--- config.mk ---
export PLATFORM = sky130hd
export DESIGN_NAME = up_counter_ctrl
export DESIGN_NICKNAME = d
export VERILOG_FILES = /design/src/rtl/up_counter_ctrl_pkg.sv /design/src/rtl/upcnt_fsm.sv /design/src/rtl/up_counter_ctrl.sv
export SDC_FILE = /design/constraint.sdc
export NUM_CORES = 1
export LEC_CHECK = 0
export CAP_MARGIN = 5
export CORE_AREA = 3 3 40 42
export DETAILED_ROUTE_END_ITERATION = 10
export DIE_AREA = 0 0 43 45
export GPL_TIMING_DRIVEN = 0
export HOLD_SLACK_MARGIN = 0.05
export PLACE_DENSITY_LB_ADDON = 0.05
export SLEW_MARGIN = 5
export SYNTH_ARGS = -nofsm -noshare
export SYNTH_HDL_FRONTEND = slang
export SYNTH_HIERARCHICAL = 1
export SYNTH_SLANG_ARGS = --single-unit
--- constraint.sdc ---
create_clock -name clk -period 4 [get_ports clk]
set_clock_uncertainty 0.2 [all_clocks]
set_input_delay 0.8 -clock clk [delete_from_list [all_inputs] [get_ports clk]]
set_output_delay 0.8 -clock clk [all_outputs]
set_load 0.01 [all_outputs]
--- src/rtl/up_counter_ctrl_pkg.sv ---
// Shared definitions for the modulo-N up counter: FSM state encodings and
// counting-mode constants.
package up_counter_ctrl_pkg;

    typedef enum logic [1:0] {
        ST_IDLE  = 2'd0,
        ST_COUNT = 2'd1,
        ST_DONE  = 2'd2
    } upcnt_state_t;

    localparam int MODE_WRAP    = 0;
    localparam int MODE_ONESHOT = 1;

endpackage : up_counter_ctrl_pkg

--- src/rtl/upcnt_fsm.sv ---
// Control FSM for the up counter. It tracks IDLE/COUNT/DONE and tells the
// datapath whether to increment or clear q. When neither is requested, q holds.
// It also produces the next value of the terminal-count pulse.
// In free-run mode the FSM never leaves COUNT, and start has no effect.
module upcnt_fsm
    import up_counter_ctrl_pkg::*;
#(
    parameter int ONE_SHOT = 0
) (
    input  logic         clk,
    input  logic         reset,
    input  logic         start_i,
    input  logic         en_i,
    input  logic         at_max_i,
    input  logic         load_i,
    output upcnt_state_t state_o,
    output logic         inc_o,
    output logic         clr_o,
    output logic         tc_next_o
);

    localparam bit           ONESHOT  = (ONE_SHOT == MODE_ONESHOT);
    localparam upcnt_state_t ST_RESET = ONESHOT ? ST_IDLE : ST_COUNT;

    upcnt_state_t state_q;
    upcnt_state_t state_d;

    // State register; reset lands in IDLE for one-shot and in COUNT for free-run.
    always_ff @(posedge clk) begin
        if (reset) begin
            state_q <= ST_RESET;
        end else begin
            state_q <= state_d;
        end
    end

    // Next state and datapath controls. A load freezes the FSM and suppresses tc.
    always_comb begin
        state_d   = state_q;
        inc_o     = 1'b0;
        clr_o     = 1'b0;
        tc_next_o = 1'b0;
        if (!load_i) begin
            case (state_q)
                ST_IDLE, ST_DONE: begin
                    if (start_i && ONESHOT) begin
                        clr_o   = 1'b1;
                        state_d = ST_COUNT;
                    end
                end
                ST_COUNT: begin
                    if (en_i) begin
                        if (!at_max_i) begin
                            inc_o = 1'b1;
                        end else begin
                            tc_next_o = 1'b1;
                            if (ONESHOT) begin
                                state_d = ST_DONE;
                            end else begin
                                clr_o = 1'b1;
                            end
                        end
                    end
                end
                default: begin
                    state_d = ST_RESET;
                end
            endcase
        end
    end

    assign state_o = state_q;

endmodule : upcnt_fsm

--- src/rtl/up_counter_ctrl.sv ---
// Modulo-N up counter with load, enable and start control and a registered
// terminal-count pulse. It supports free-run (wrap) mode and one-shot mode.
// Optional feature macro: UPCNT_OVF_STICKY_EN. When it is defined, a sticky
// overflow flag reports a second terminal count that arrives before ovf_clr.
module up_counter_ctrl
    import up_counter_ctrl_pkg::*;
#(
    parameter int WIDTH     = 4,
    parameter int MAX_COUNT = 15,
    parameter int ONE_SHOT  = 0
) (
    input  logic             clk,
    input  logic             reset,
    input  logic             en,
    input  logic             start,
    input  logic             load,
    input  logic [WIDTH-1:0] load_val,
    output logic [WIDTH-1:0] q,
    output logic             tc,
    output logic             busy,
    output logic             ovf,
    input  logic             ovf_clr
);

    localparam logic [WIDTH-1:0] MAX_Q = WIDTH'(MAX_COUNT);
    localparam logic [WIDTH-1:0] ONE_Q = WIDTH'(1);

    logic [WIDTH-1:0] q_q;
    logic [WIDTH-1:0] q_d;
    logic             tc_q;
    logic             at_max;
    logic             fsm_inc;
    logic             fsm_clr;
    logic             fsm_tc_next;
    upcnt_state_t     fsm_state;

    // The comparison uses >= so that any out-of-range value still wraps or stops.
    // Such a value cannot occur, because loads are clamped.
    assign at_max = (q_q >= MAX_Q);

    upcnt_fsm #(
        .ONE_SHOT (ONE_SHOT)
    ) u_fsm (
        .clk       (clk),
        .reset     (reset),
        .start_i   (start),
        .en_i      (en),
        .at_max_i  (at_max),
        .load_i    (load),
        .state_o   (fsm_state),
        .inc_o     (fsm_inc),
        .clr_o     (fsm_clr),
        .tc_next_o (fsm_tc_next)
    );

    // Count datapath: a clamped load wins over the FSM's clear/increment.
    // Otherwise q holds.
    always_comb begin
        q_d = q_q;
        if (load) begin
            q_d = (load_val > MAX_Q) ? MAX_Q : load_val;
        end else if (fsm_clr) begin
            q_d = '0;
        end else if (fsm_inc) begin
            q_d = q_q + ONE_Q;
        end
    end

    // Count and terminal-count registers.
    always_ff @(posedge clk) begin
        if (reset) begin
            q_q  <= '0;
            tc_q <= 1'b0;
        end else begin
            q_q  <= q_d;
            tc_q <= fsm_tc_next;
        end
    end

    assign q    = q_q;
    assign tc   = tc_q;
    assign busy = (fsm_state == ST_COUNT);

`ifdef UPCNT_OVF_STICKY_EN
    logic seen_q;
    logic seen_d;
    logic ovf_q;
    logic ovf_d;

    // The first terminal count after a clear only marks it as seen.
    // A second terminal count before the clear raises ovf. The clear wins.
    always_comb begin
        seen_d = seen_q;
        ovf_d  = ovf_q;
        if (ovf_clr) begin
            seen_d = 1'b0;
            ovf_d  = 1'b0;
        end else if (fsm_tc_next) begin
            if (seen_q) begin
                ovf_d = 1'b1;
            end else begin
                seen_d = 1'b1;
            end
        end
    end

    // Sticky overflow registers.
    always_ff @(posedge clk) begin
        if (reset) begin
            seen_q <= 1'b0;
            ovf_q  <= 1'b0;
        end else begin
            seen_q <= seen_d;
            ovf_q  <= ovf_d;
        end
    end

    assign ovf = ovf_q;
`else
    logic unused_ovf_clr;
    assign unused_ovf_clr = ovf_clr;
    assign ovf            = 1'b0;
`endif

endmodule : up_counter_ctrl
# Word-level counts from Yosys, hierarchy flattened

Index checks and enable logic that the tools add are counted.
W data, S select, Z words.

Flip-flop bits (word level): 5
Logic and storage cells: 16
Output and inout bits: 7

Reduce and logical (&&, ||, !) cells: 1
Add/subtract/negate cells: 1
Muxes and demuxes: 10
Magnitude comparators: 2

Operators by type and width:

| kind                  | number |
|---|---|
| $mux W4               | 4 |
| $mux W1               | 6 |
| $add A4 B1 Y4 const B | 1 |
| $ge A4 B4 Y1 const B  | 1 |
| $gt A4 B4 Y1 const B  | 1 |
| $reduce_bool A3 Y1    | 1 |

# Depth between registers and ports, before layout

Word-level depth: 7
Mapped depth: 6

# Hierarchy

The synthesis kept the hierarchy.

Modules (own cells, without submodules):

| module          | sequential area each (µm²) | cells an instance | area each (µm²) | times used |
|---|---|---|---|---|
| up_counter_ctrl | 100.1                      | 31                | 277.8           | 1 |
| upcnt_fsm       | 0.0                        | 7                 | 51.3            | 1 |

# Worst setup path after synthesis

OpenSTA, ideal clock, no wires.

Kind: input to register
Start: input load
End: register q_q[1], in the netlist q[1]
Buffers on the path: 0
Stages: 4
Library setup time: 0.117 ns
Data required time: 3.683 ns
Path slack: 2.062 ns
Arrival: 1.621 ns
Cell sequence: nor3b_2 > mux2_1 > a22oi_1 > nor2_1

Cells in the longest elaborated chain, start to end: 3

RTL lines:

| element                | line                  | RTL |
|---|---|---|
| start: declaration     | up_counter_ctrl.sv:16 | `input logic load,` |
| $mux W1                | n/a                   |  |
| $mux W4                | up_counter_ctrl.sv:62 | `end else if (fsm_clr) begin` |
| $mux W4                | up_counter_ctrl.sv:60 | `if (load) begin` |
| end signal: assignment | up_counter_ctrl.sv:75 | `q_q <= q_d;` |
| end: declaration       | up_counter_ctrl.sv:28 | `logic [WIDTH-1:0] q_q;` |

Parallel ways exist; a longest one is shown, timed or not.
A chain may end at the register's enable or synchronous reset.

# Final worst setup path

Start: input load
End: register q_q[1], in the netlist q[1]

RTL lines:

| element                      | line                  | RTL |
|---|---|---|
| $mux W1                      | upcnt_fsm.sv:43       | `if (!load_i) begin` |
| net fsm_inc                  | up_counter_ctrl.sv:32 | `logic fsm_inc;` |
| $reduce_bool A3 Y1 (no line) | n/a                   |  |

The timed path passes the listed nets, and every way through them passes these cells.

==> impl_results.md <==
- Gpl congestion: 0.715
- I/O pin count: 17
- Initial detailed-routing violation count: 2
- Iteration count of the initial detailed-routing pass: 2
- CTS buffer count: 3
- Final worst path period share: 57.3%
- Worst reg2reg path endpoint: q[1]
- Hold depth: 3
- Setup TNS: 0 ns
- Worst Setup SP: load
- WP data required: 3.92 ns
- Clock share of power: 41.4%
- Worst-skew pair later-pin latency: 0.25 ns
- First-pass GRT wire length: around 1400 um
- Post-route ant nets: 0
- Mux cell area share after synthesis: 3.42%
- Port buffer count: 12
- Min-delay worst type: reg2reg
- Antenna violations before repair: 0
- Post-CTS Setup Inserts: 0
- R2R setup slack: 1.97 ns
- Number of global-route vias before repair: 313
- Post-synthesis sequential area ratio: ~30%
- Post-synth top area cell: dfxtp_1
- Core ar.: 0.00128 mm2
- FP Rows: 13
- Post-Place Setup Slack: ~1.5 ns
- CTS tree: yes
- Logic gate share of total power: 20.4%
- Critical path type: in2reg
- Area post-placement: approximately 470 um2
- Full die area: 0.00194 mm2
- Layout cells sized above 1: 18.5%
- Simple-gate share of the synthesized area: 29.7%
- CTS Hold Bufs: 0
- RSZ-0062 raised after global routing: false
- Area grow syn2layout: 50.2%
- Max Cap Viol: 0
- Final hold violation count: 0
- Internal: 0.108 mW
- Ant diodes: 0
- LEAKAGE: 0.209 nW
- Cell area after synthesis: ~330 um2
- #FFs+latches synth: 5
- Post-synth EDFFs: 0
- Via count: 320
- Initial Utilization: 25.6%
- Ys Warns: 6
- Outcome: completed
- Hold Crit Start: q[1]
- Crit-path max FO: 5
- Post-Layout Inst Area: a little under 500 um2
- Adder-cell area share of the yosys netlist: under 10%
- Pwr Total: 0.144 mW
- Setup crit end kind: flop
- Ys flop type: dfxtp_1
- Worst setup SP type: input port
- Die Width: 43 um
- Synth area leaders: dfxtp_1, buf_4, a22oi_1
- Worst VDD drop: roughly 0.00013 V
- WHS Endpoint: q[3]
- Largest family of logic cells by synthesized area: simple AND/OR/NAND/NOR gates
- Crit path arrival time: 2.22 ns
- Global route overflow: 0
- Flop pwr share: between 30% and 40%
- PnR worst setup slack: 1.71 ns
- Worst r2r src: q[0]
- Max Clock Freq: 436 MHz
- Pin count of the biggest net entering global routing: 9
- Post-Synth XOR/XNOR Area: 2.66%
- Final nets: 66
- Tot GR Track Use: 9.67%
- Final setup fails: 0
- Pwr dens: 292 mW/mm2
- # resized after CTS: 0
- WL final: 751 um
- H-tree depth: 1
- DRC viols: 0
- Routed len/inst: 10.9 um
- Cell variety after synth: 23
- Post-route minimum period: 2.29 ns
- Max-slew violations: 0
- Syn Area/Cell: 8.66 um2
- Post-synthesis cell count: 38
- Net Sw Frac: 24.8%
- Average vias per placed instance: about 4.6
- Clk slew on worst S/H paths: 0.05 ns
- Syn_nets: 49
- Detail Placement HPWL: 577 um
- Switching Power: 0.0358 mW
- Async S/R FF share, synth: 0%
- DIE HEIGHT: 45 um
- CTS sink cnt: 5
- Reg2Reg Depth: 6
- Synth Area in Compound Gates: 14.1%
- Top cell type's share of synthesized area: 30.4%
- CTS root buf: clkbuf_4
- Clock Tree Buf Depth: 2
==> cell type report <==
| cell class | count | area, um2 |
|---|---|---|
| multi-input cells | 28 | 188 |
| repair buffers | 12 | 120 |
| well taps | 15 | 18.8 |
| flip-flops and latches | 5 | 100 |
| plain buffers | 5 | 41.3 |
| clock buffers | 4 | 26.3 |
| fillers | 141 | 791 |
==> registers in the layout, summed over array words and instances, names as in the netlist <==
register,cells
q,4
tc,1
==> cell families after synthesis <==
kind of cell,count (synthesis)
AO/OA/AOI/OAI,6
XOR/XNOR,1
adder cells (fa/ha/maj),1
buffers and inverters,5
flip-flops,5
multiplexers,1
other,3
AND/OR/NAND/NOR,16
==> synth_stat cells, types with 2 or more instances <==
cell type / n
dfxtp_1: 5
nor2b_1: 2
buf_4: 4
conb_1: 3
nand2_1: 2
nor2_1: 3
a22oi_1: 3
==> worst max-delay path by stage <==
stage / endpoint / slack, ns
finish: q[1] / 1.71
CTS: q[1] / 1.70
floorplan: q[1] / 2.06
detailed placement: q[1] / 1.46
global route: q[2] / 1.64
global placement: q[1] / 1.46
==> cells in the final DEF, fill, tap and decap left out <==
cell type	count
and3_1	1
mux2_1	1
nand2_1	2
a2111oi_1	1
clkbuf_4	3
nor2_2	1
and3b_1	1
nor2b_1	2
ha_1	1
nor3_1	1
nor3b_2	1
buf_6	1
or4_1	1
clkbuf_1	1
xor2_1	1
dfxtp_1	5
nor2_1	3
o21ai_0	1
clkdlybuf4s50_1	12
nand4_1	1
nand3_1	1
nor4b_1	1
o221ai_1	1
conb_1	3
buf_4	4
a22oi_1	3
==> stage by stage <==
step	hold slack, ns	utilization (%)	cells
after floorplan	0.363	-	38
after global placement	0.361	36.4	65
after detailed placement	0.387	36.4	65
after CTS	0.396	38.5	69
after global routing	0.436	38.5	69
final	0.379	38.5	69
==> power groups by stage <==
stage | sequential (mW) | combinational (mW) | clock [mW]
6_report | 0.0551 | 0.0294 | 0.0597
5_1_grt | 0.0556 | 0.0327 | 0.0667
4_1_cts | 0.0551 | 0.0297 | 0.0624
3_5_place_dp | 0.0560 | 0.0295 | 0
3_3_place_gp | 0.0560 | 0.0291 | 0
2_1_floorplan | 0.0568 | 0.0136 | 0
==> critical path, stage by stage <==
cell and delay (ns):
clkdlybuf4s50_1 0.46, nor3b_2 0.39, mux2_1 0.36, a22oi_1 0.15
nor2_1 0.05
==> layer usage <==
layer | vias up | part of all wire, % | GRT usage (%) | wire, um
li1 | 162 | - | - | -
met4 | 0 | 0 | 1.81 | 0
met5 | - | 0 | 0 | 0
met1 | 143 | 48 | 10.4 | 359
met3 | 0 | 8.4 | 6.77 | 63
met2 | 15 | 44 | 15.9 | 329
(Power assumes the default switching activity.)
